--- src/rtl/aux_driver_rf_transceiver_if.sv ---
// Packet-output handshake between the receive path / UART side and the AUX sequencer.
// Master raises req and pulses done; slave answers with grant and the timeout abort pulse.
interface aux_driver_rf_transceiver_if;
  logic rx_out_req;
  logic rx_out_done;
  logic rx_out_grant;
  logic rx_out_abort;

  modport master (
    output rx_out_req,
    output rx_out_done,
    input  rx_out_grant,
    input  rx_out_abort
  );

  modport slave (
    input  rx_out_req,
    input  rx_out_done,
    output rx_out_grant,
    output rx_out_abort
  );
endinterface

--- src/rtl/aux_driver_rf_transceiver.sv ---
// AUX pin sequencer: wakes the MCU PRE_WAKE_CYCLES before granting UART output and holds AUX low afterwards.
// All outputs registered (1 cycle); req waits in IDLE while mode/power-on not ready; AUX rise is delayed by RISE_DELAY.
module aux_driver_rf_transceiver #(
  parameter int   PRE_WAKE_CYCLES  = 3000,
  parameter int   POST_HOLD_CYCLES = 3000,
  parameter int   RISE_DELAY       = 1500,
  parameter int   GRANT_TIMEOUT    = 150000,
  parameter logic AUX_POWER_ON     = 1'b0
) (
  input  logic                         internal_clk,
  input  logic                         rst_n,
  input  logic                         AUX_mode_ctrl,
  input  logic                         AUX_power_on_ctrl,
  input  logic                         AUX_state_ctrl,
  aux_driver_rf_transceiver_if.slave   rx_if,
  output logic                         AUX_uart_ctrl,
  output logic                         AUX
);

  localparam int MAX_PH  = (PRE_WAKE_CYCLES > POST_HOLD_CYCLES) ? PRE_WAKE_CYCLES : POST_HOLD_CYCLES;
  localparam int MAX_CNT = (MAX_PH > GRANT_TIMEOUT) ? MAX_PH : GRANT_TIMEOUT;
  localparam int CNT_W   = (MAX_CNT > 1) ? $clog2(MAX_CNT) : 1;
  localparam int RISE_W  = (RISE_DELAY > 0) ? $clog2(RISE_DELAY + 1) : 1;

  localparam logic [1:0] ST_IDLE      = 2'd0;
  localparam logic [1:0] ST_PRE_WAKE  = 2'd1;
  localparam logic [1:0] ST_GRANT     = 2'd2;
  localparam logic [1:0] ST_POST_HOLD = 2'd3;

  logic [1:0]        state;
  logic [CNT_W-1:0]  cnt;
  logic [RISE_W-1:0] rise_cnt;
  logic              ready_all;

  // Shared phase counter: every transition clears it so each state counts from zero.
  always_ff @(posedge internal_clk or negedge rst_n) begin
    if (!rst_n) begin
      state               <= ST_IDLE;
      cnt                 <= '0;
      rx_if.rx_out_grant  <= 1'b0;
      rx_if.rx_out_abort  <= 1'b0;
      AUX_uart_ctrl       <= 1'b1;
    end else begin
      rx_if.rx_out_abort <= 1'b0;
      case (state)
        ST_IDLE: begin
          if (rx_if.rx_out_req && AUX_mode_ctrl && AUX_power_on_ctrl) begin
            state         <= ST_PRE_WAKE;
            cnt           <= '0;
            AUX_uart_ctrl <= 1'b0;
          end
        end
        ST_PRE_WAKE: begin
          if (!rx_if.rx_out_req) begin
            state <= ST_POST_HOLD;
            cnt   <= '0;
          end else if (cnt == CNT_W'(PRE_WAKE_CYCLES - 1)) begin
            state              <= ST_GRANT;
            cnt                <= '0;
            rx_if.rx_out_grant <= 1'b1;
          end else begin
            cnt <= cnt + 1'b1;
          end
        end
        ST_GRANT: begin
          // done has priority over a timeout landing in the same cycle
          if (rx_if.rx_out_done) begin
            state              <= ST_POST_HOLD;
            cnt                <= '0;
            rx_if.rx_out_grant <= 1'b0;
          end else if (cnt == CNT_W'(GRANT_TIMEOUT - 1)) begin
            state              <= ST_POST_HOLD;
            cnt                <= '0;
            rx_if.rx_out_grant <= 1'b0;
            rx_if.rx_out_abort <= 1'b1;
          end else begin
            cnt <= cnt + 1'b1;
          end
        end
        ST_POST_HOLD: begin
          if (cnt == CNT_W'(POST_HOLD_CYCLES - 1)) begin
            state         <= ST_IDLE;
            cnt           <= '0;
            AUX_uart_ctrl <= 1'b1;
          end else begin
            cnt <= cnt + 1'b1;
          end
        end
        default: begin
          state <= ST_IDLE;
          cnt   <= '0;
        end
      endcase
    end
  end

  assign ready_all = AUX_mode_ctrl & AUX_power_on_ctrl & AUX_state_ctrl & AUX_uart_ctrl;

  // Falls one cycle after any source drops; rises only after RISE_DELAY+1 uninterrupted ready cycles.
  always_ff @(posedge internal_clk or negedge rst_n) begin
    if (!rst_n) begin
      rise_cnt <= '0;
      AUX      <= AUX_POWER_ON;
    end else if (!ready_all) begin
      rise_cnt <= '0;
      AUX      <= 1'b0;
    end else if (rise_cnt == RISE_W'(RISE_DELAY)) begin
      AUX <= 1'b1;
    end else begin
      rise_cnt <= rise_cnt + 1'b1;
    end
  end

endmodule
--- src/flat_wrapper.sv ---
// flat-port wrapper written by rule: the top's interface ports become plain ports
module aux_driver_rf_transceiver_flat 
#(
  parameter int   PRE_WAKE_CYCLES  = 3000,
  parameter int   POST_HOLD_CYCLES = 3000,
  parameter int   RISE_DELAY       = 1500,
  parameter int   GRANT_TIMEOUT    = 150000,
  parameter logic AUX_POWER_ON     = 1'b0
)
  (internal_clk, rst_n, AUX_mode_ctrl, AUX_power_on_ctrl, AUX_state_ctrl, AUX_uart_ctrl, AUX, rx_if_rx_out_req, rx_if_rx_out_done, rx_if_rx_out_grant, rx_if_rx_out_abort);
  aux_driver_rf_transceiver_if rx_if_i ();
  input  logic internal_clk;
  input  logic rst_n;
  input  logic AUX_mode_ctrl;
  input  logic AUX_power_on_ctrl;
  input  logic AUX_state_ctrl;
  output logic AUX_uart_ctrl;
  output logic AUX;
  input wire logic [$bits(rx_if_i.rx_out_req)-1:0] rx_if_rx_out_req;
  input wire logic [$bits(rx_if_i.rx_out_done)-1:0] rx_if_rx_out_done;
  output wire logic [$bits(rx_if_i.rx_out_grant)-1:0] rx_if_rx_out_grant;
  output wire logic [$bits(rx_if_i.rx_out_abort)-1:0] rx_if_rx_out_abort;
  assign rx_if_i.rx_out_req = rx_if_rx_out_req;
  assign rx_if_i.rx_out_done = rx_if_rx_out_done;
  assign rx_if_rx_out_grant = rx_if_i.rx_out_grant;
  assign rx_if_rx_out_abort = rx_if_i.rx_out_abort;
  aux_driver_rf_transceiver #(.PRE_WAKE_CYCLES(PRE_WAKE_CYCLES), .POST_HOLD_CYCLES(POST_HOLD_CYCLES), .RISE_DELAY(RISE_DELAY), .GRANT_TIMEOUT(GRANT_TIMEOUT), .AUX_POWER_ON(AUX_POWER_ON)) u_core (.internal_clk(internal_clk), .rst_n(rst_n), .AUX_mode_ctrl(AUX_mode_ctrl), .AUX_power_on_ctrl(AUX_power_on_ctrl), .AUX_state_ctrl(AUX_state_ctrl), .rx_if(rx_if_i), .AUX_uart_ctrl(AUX_uart_ctrl), .AUX(AUX));
endmodule
--- config.mk ---
export PLATFORM = sky130hd
export DESIGN_NAME = aux_driver_rf_transceiver_flat
export DESIGN_NICKNAME = d
export VERILOG_FILES = /design/src/rtl/aux_driver_rf_transceiver_if.sv /design/src/rtl/aux_driver_rf_transceiver.sv /design/src/flat_wrapper.sv
export SDC_FILE = /design/constraint.sdc
export NUM_CORES = 1
export LEC_CHECK = 0
export ABC_CLOCK_PERIOD_IN_PS = 2260
export CORE_UTILIZATION = 38
export DETAILED_ROUTE_END_ITERATION = 6
export SLEW_MARGIN = 20
export SYNTH_ARGS = -nofsm -noshare
export SYNTH_HDL_FRONTEND = slang
export SYNTH_SLANG_ARGS = --single-unit
--- constraint.sdc ---
create_clock -name internal_clk -period 2.26 [get_ports internal_clk]
set_input_delay 0.565 -clock internal_clk [delete_from_list [all_inputs] [get_ports internal_clk]]
set_output_delay 0.565 -clock internal_clk [all_outputs]
set_load 0.01 [all_outputs]
## Word level (Yosys, flattened, before mapping)

Index checks and enable logic that the tools add are counted.

- $add $sub $neg: 2
- Multiply operators: 0
- Divide/modulo/power cells: 0
- $lt $le $gt $ge: 0
- Equal/unequal tests: 14
- Shifts and indexed selects: 0
- Muxes and demuxes: 27
- Bitwise logic cells: 3
- Reduce and logical (&&, ||, !) cells: 8

Operator list:

| cell | count |
|---|---|
| 18-bit two-way mux | 5 |
| 18-bit one-hot mux with 4 select lines | 1 |
| 11-bit two-way mux | 2 |
| 18-bit by 1-bit adder with 18-bit output, second input constant | 1 |
| 18-bit by 12-bit == test with 1-bit output, second input constant | 1 |
| 18-bit == test, second input constant | 1 |
| 2-bit two-way mux | 6 |
| 11-bit by 1-bit adder with 11-bit output, second input constant | 1 |
| 11-bit == test, second input constant | 1 |
| 1-bit two-way mux | 10 |
| 2-bit one-hot mux with 4 select lines | 1 |
| 4-bit AND reduction | 2 |
| 2-bit by 1-bit != test with 1-bit output, second input constant | 3 |
| 2-bit != test, second input constant | 3 |
| 3-bit by 2-bit != test with 1-bit output, second input constant | 2 |
| 2-bit == test, second input constant | 2 |
| 1-bit one-hot mux with 2 select lines | 2 |
| 2-bit nonzero test | 2 |
| 1-bit bitwise AND | 3 |
| 3-bit AND reduction | 1 |
| 2-bit by 1-bit == test with 1-bit output, second input constant | 1 |
| 1-bit logical AND | 2 |
| 2-bit logical NOT | 1 |

- Flip-flop bits (word level): 35
- Bits in latches: 0
- RAM bits: 0
- Memory bits (read-only): 0
- Bits of input ports: 7
- Memories kept: 0

## Longest topological paths before layout

- Depth in word-level cells: 4
- Mapped depth: 8
- Gate-level depth less buffers: 7

## Worst setup path before layout

OpenSTA, ideal clock, no wires.

- Path kind: register -> register
- Start: register u_core.cnt[13]
- End: register u_core.state[1]
- Library setup time: 0.128 ns
- Arrival time: 1.971 ns
- Required time: 2.132 ns
- Setup slack: 0.162 ns
- Cell stages (with the launch flop): 6
- Buffers on the path: 0
- Clock period less this slack: 2.098 ns
- Cell sequence: dfrtp_1 -> or4b_4 -> nor4_4 -> a21oi_1 -> nor3_2 -> mux2_1

- Cells in the longest elaborated chain, start to end: 3
- Elaborated cells between the ends (all ways): 6

RTL lines:

| what | RTL line | RTL |
|---|---|---|
| start: declaration | aux_driver_rf_transceiver.sv:31 | `logic [CNT_W-1:0] cnt;` |
| start signal: assignment | aux_driver_rf_transceiver.sv:62 | `cnt <= cnt + 1'b1;` |
| start signal: assignment | aux_driver_rf_transceiver.sv:77 | `cnt <= cnt + 1'b1;` |
| start signal: assignment | aux_driver_rf_transceiver.sv:86 | `cnt <= cnt + 1'b1;` |
| 18-bit by 12-bit == test with 1-bit output or 18-bit == test (tied branches) | aux_driver_rf_transceiver.sv:57, aux_driver_rf_transceiver.sv:81, aux_driver_rf_transceiver.sv:71 |  |
| 3-bit by 2-bit != test with 1-bit output (no line) or 2-bit by 1-bit != test with 1-bit output (tied branches) | n/a |  |
| 4-bit AND reduction (no line) * | n/a |  |
| end signal: assignment | aux_driver_rf_transceiver.sv:55 | `state <= ST_POST_HOLD;` |
| end signal: assignment | aux_driver_rf_transceiver.sv:58 | `state <= ST_GRANT;` |
| end signal: assignment | aux_driver_rf_transceiver.sv:82 | `state <= ST_IDLE;` |
| end: declaration | aux_driver_rf_transceiver.sv:30 | `logic [1:0] state;` |

Mark *: on every way between the ends. The rest lies on a longest branch, timed or not.
A chain may end at the register's enable or synchronous reset.

## Worst setup path in the final report

Ends and elaborated chain as after synthesis.

==> flow_metrics.py <==
metrics = {
    "logic_synthesis": {
        "synthTopCellsByArea": "dfrtp_1 (41%), ha_1 (4.9%), xor2_1 (4.7%)",
        "yosysUniqueCellTypes": 43,
        "syn_area_um2": 2050,
        "ys_seq_area_share_pct": 42.7,
        "synth_largest_area_cell": "dfrtp_1",
        "netlist_instances": 226,
        "async_flop_share_pct": 100,
        "synthFlopType": "dfrtp_1",
        "synth_edf_count": 0,
        "synth_seq_cells": 35,
        "synth_nets": 241,
        "netlist.area_leader.share_pct": 41.4,
        "synth.avg_cell_area_um2": 9.09,
        "ys_warn_count": 0,
    },
    "route": {
        "dr.pass1.iters": 4,
        "wl_per_cell_um": 13.6,
        "wirelength_mm": 4.42,
        "postRouteAntennaNets": 0,
        "drc": 0,
        "viasPerCell": 5.30,
        "num_vias": 1722,
        "drt-initial-drc-count": 83,
    },
    "final_layout": {
        "diodes": 0,
        "fin_util_pct": 48.3,
        "fin_nets": 269,
        "final_common_cell": "dfrtp_1",
        "final_cell_area_um2": 2480,
        "layout_common_cells": "dfrtp_1 (34), nand2_1 (20), nor2_1 (20), buf_4 (18)",
        "area_growth_pct": 20.9,
        "drive_above_1_share_pct": 16.5,
    },
    "placed_design": {
        "hpwl_mm": 3.26,
        "place_area_um2": 2330,
        "gp_congestion": 0.808,
        "portBuffers": 10,
    },
    "clock_tree": {
        "insertion_delay_ps": 290,
        "cts_tree": "yes",
        "clk_pin_slew_ps": 80,
        "cts-buffers-inserted": 5,
        "h-tree-depth": 2,
        "clock-sinks": 35,
        "clk_path_buf_depth": 2,
        "root_buffer": "clkbuf_8",
    },
    "sta": {
        "period_minus_slack_ps": 2120,
        "worstMarginPinSlew_ps": 781,
        "fmax_mhz": 472,
        "finalClockSkew_ps": 8.08,
        "fin_crit_sh_pct": 93.8,
        "rsz0062_at_grt": "no",
        "tns_ps": 0,
        "slew_violations": 0,
        "setup_viol": 0,
        "maxSlewHeadroom_pct": 47.9,
        "finalHoldViolCount": 0,
    },
    "worst_setup_path": {
        "cp_top_family": "simple AND/OR/NAND/NOR gates",
        "cp.required_ps": 2430,
        "end_kind": "flop",
        "cpMaxStageDelayCell": "or4b_4",
        "worstPathArrival_ps": 2290,
        "crit_chain": "or4b_4 -> nor4_4 -> buf_4 -> a21oi_1 -> nor3_2 -> mux2_1",
        "cp.buffers_inverters": 1,
        "path_class": "flop to flop",
        "cp_max_fo": 7,
        "start_kind": "flop",
        "max_stage_delay_ps": 550,
    },
    "run": {
        "cap_violations": 0,
    },
    "pwr": {
        "power_leakage_nw": 1.06,
        "power_density_nw_per_um2": 803,
        "ir_drop_v": 0.000421,
    },
    "floorplanning": {
        "start_util_pct": 39.9,
        "dieArea_um2": 5700,
        "coreArea_um2": 5140,
        "rows": 26,
        "top_level_ports": 11,
        "die_h_um": 75.5,
        "die_w_um": 75.5,
    },
    "grt": {
        "grt_first_pass_wirelength_mm": 7.60,
        "grt_pass1_vias": 1618,
        "grt_max_degree": 36,
        "grt_overflow": 0,
        "grt_usage_pct": 17.8,
        "antenna_found_initial": 0,
    },
    "min_path": {
        "hp-class": "primary input to asynchronous set/reset pin",
    },
    "outcome": {
        "status": "complete, no violations",
    },
}
-- routing by layer --
| metal | part of all wire (%) | global-route usage, % |
|---|---|---|
| met5 | 0 | 0 |
| met4 | 1.3 | 5.56 |
| met3 | 4.4 | 3.97 |
| met2 | 45 | 28.7 |
| met1 | 49 | 23.8 |
-- cells by family (layout without fill, tap and decap cells) --
group,count (synthesis),in the layout,synth area share [%]
multiplexers,2,2,1.04
adder cells (fa/ha/maj),8,8,4.88
buffers and inverters,18,47,3.66
AO/OA/AOI/OAI,44,44,13.9
XOR/XNOR,15,15,6.40
flip-flops,35,35,42.7
AND/OR/NAND/NOR,104,104,27.4
-- final cells by class --
class,instances,area (µm²)
clock buffer,6,82.6
clock inverter,2,35.0
inverter,10,37.5
tap,70,87.6
multi-input combinational,173,1110
fill,520,2660
timing repair buffer,29,250
sequential,35,877
-- per-stage QoR --
step	setup slack, ps	hold slack (ps)	power, mW	instances
2_1_floorplan	162	269	1.14	226
3_3_place_gp	-0.809	483	1.33	316
3_5_place_dp	-24.5	492	1.33	316
4_1_cts	107	388	1.95	324
5_1_grt	16.3	428	2.14	325
6_report	139	350	1.99	325
-- synth_stat cells, drive strengths merged (3+ instances only) --
master  number
nor2        21
and4         3
a31oi        4
clkbuf       7
dfrtp       34
xor2        11
and3        11
a21oi       16
nor3         7
o21ai       11
nand3       15
and2         3
nand2       20
nand4       10
ha           8
nor4         5
xnor2        4
inv         10
o22ai        6
-- repair_timing --
action                                  CTS  global route
buffers inserted                          0             1
resized for setup                         1             1
pin swaps                                 0             1
hold buffers                              0             0
endpoints found under the setup margin    8             2
endpoints found under the hold margin     0             0
-- where the power goes --
part	switching [mW]	total [mW]	internal (mW)
clock network	0.232	0.589	0.357
registers	0.0425	0.708	0.665
logic	0.401	0.697	0.297
total	0.675	1.99	1.32
-- worst reg2reg max path, cell delays in order, from the launching register on --
cell and delay, ps:
dfrtp_1 380, or4b_4 550, nor4_4 220, buf_4 190, a21oi_1 100, nor3_2 220, mux2_1 350
-- path summary, 6_finish.rpt --
check	start	end	slack, ps	depth (start not counted)
max in group asynchronous	rst_n	u_core.rise_cnt[2]	1410	1
min in group internal_clk	u_core.AUX	u_core.AUX	500	2
worst max register to register	u_core.cnt[13]	u_core.state[1]	140	6
worst max-delay path	u_core.cnt[13]	u_core.state[1]	140	6
worst min-delay path	rst_n	u_core.rx_if.rx_out_grant	350	1
worst min register to register	u_core.AUX	u_core.AUX	500	2
-- state kept, by name, indices dropped and copies added, names as in the netlist --
signal	cells
u_core.cnt	18
u_core.state	2
u_core.AUX_uart_ctrl	1
u_core.rx_if.rx_out_grant	1
u_core.rise_cnt	11
u_core.rx_if.rx_out_abort	1
u_core.AUX	1
Note: power is estimated with default switching activity, not from simulation.
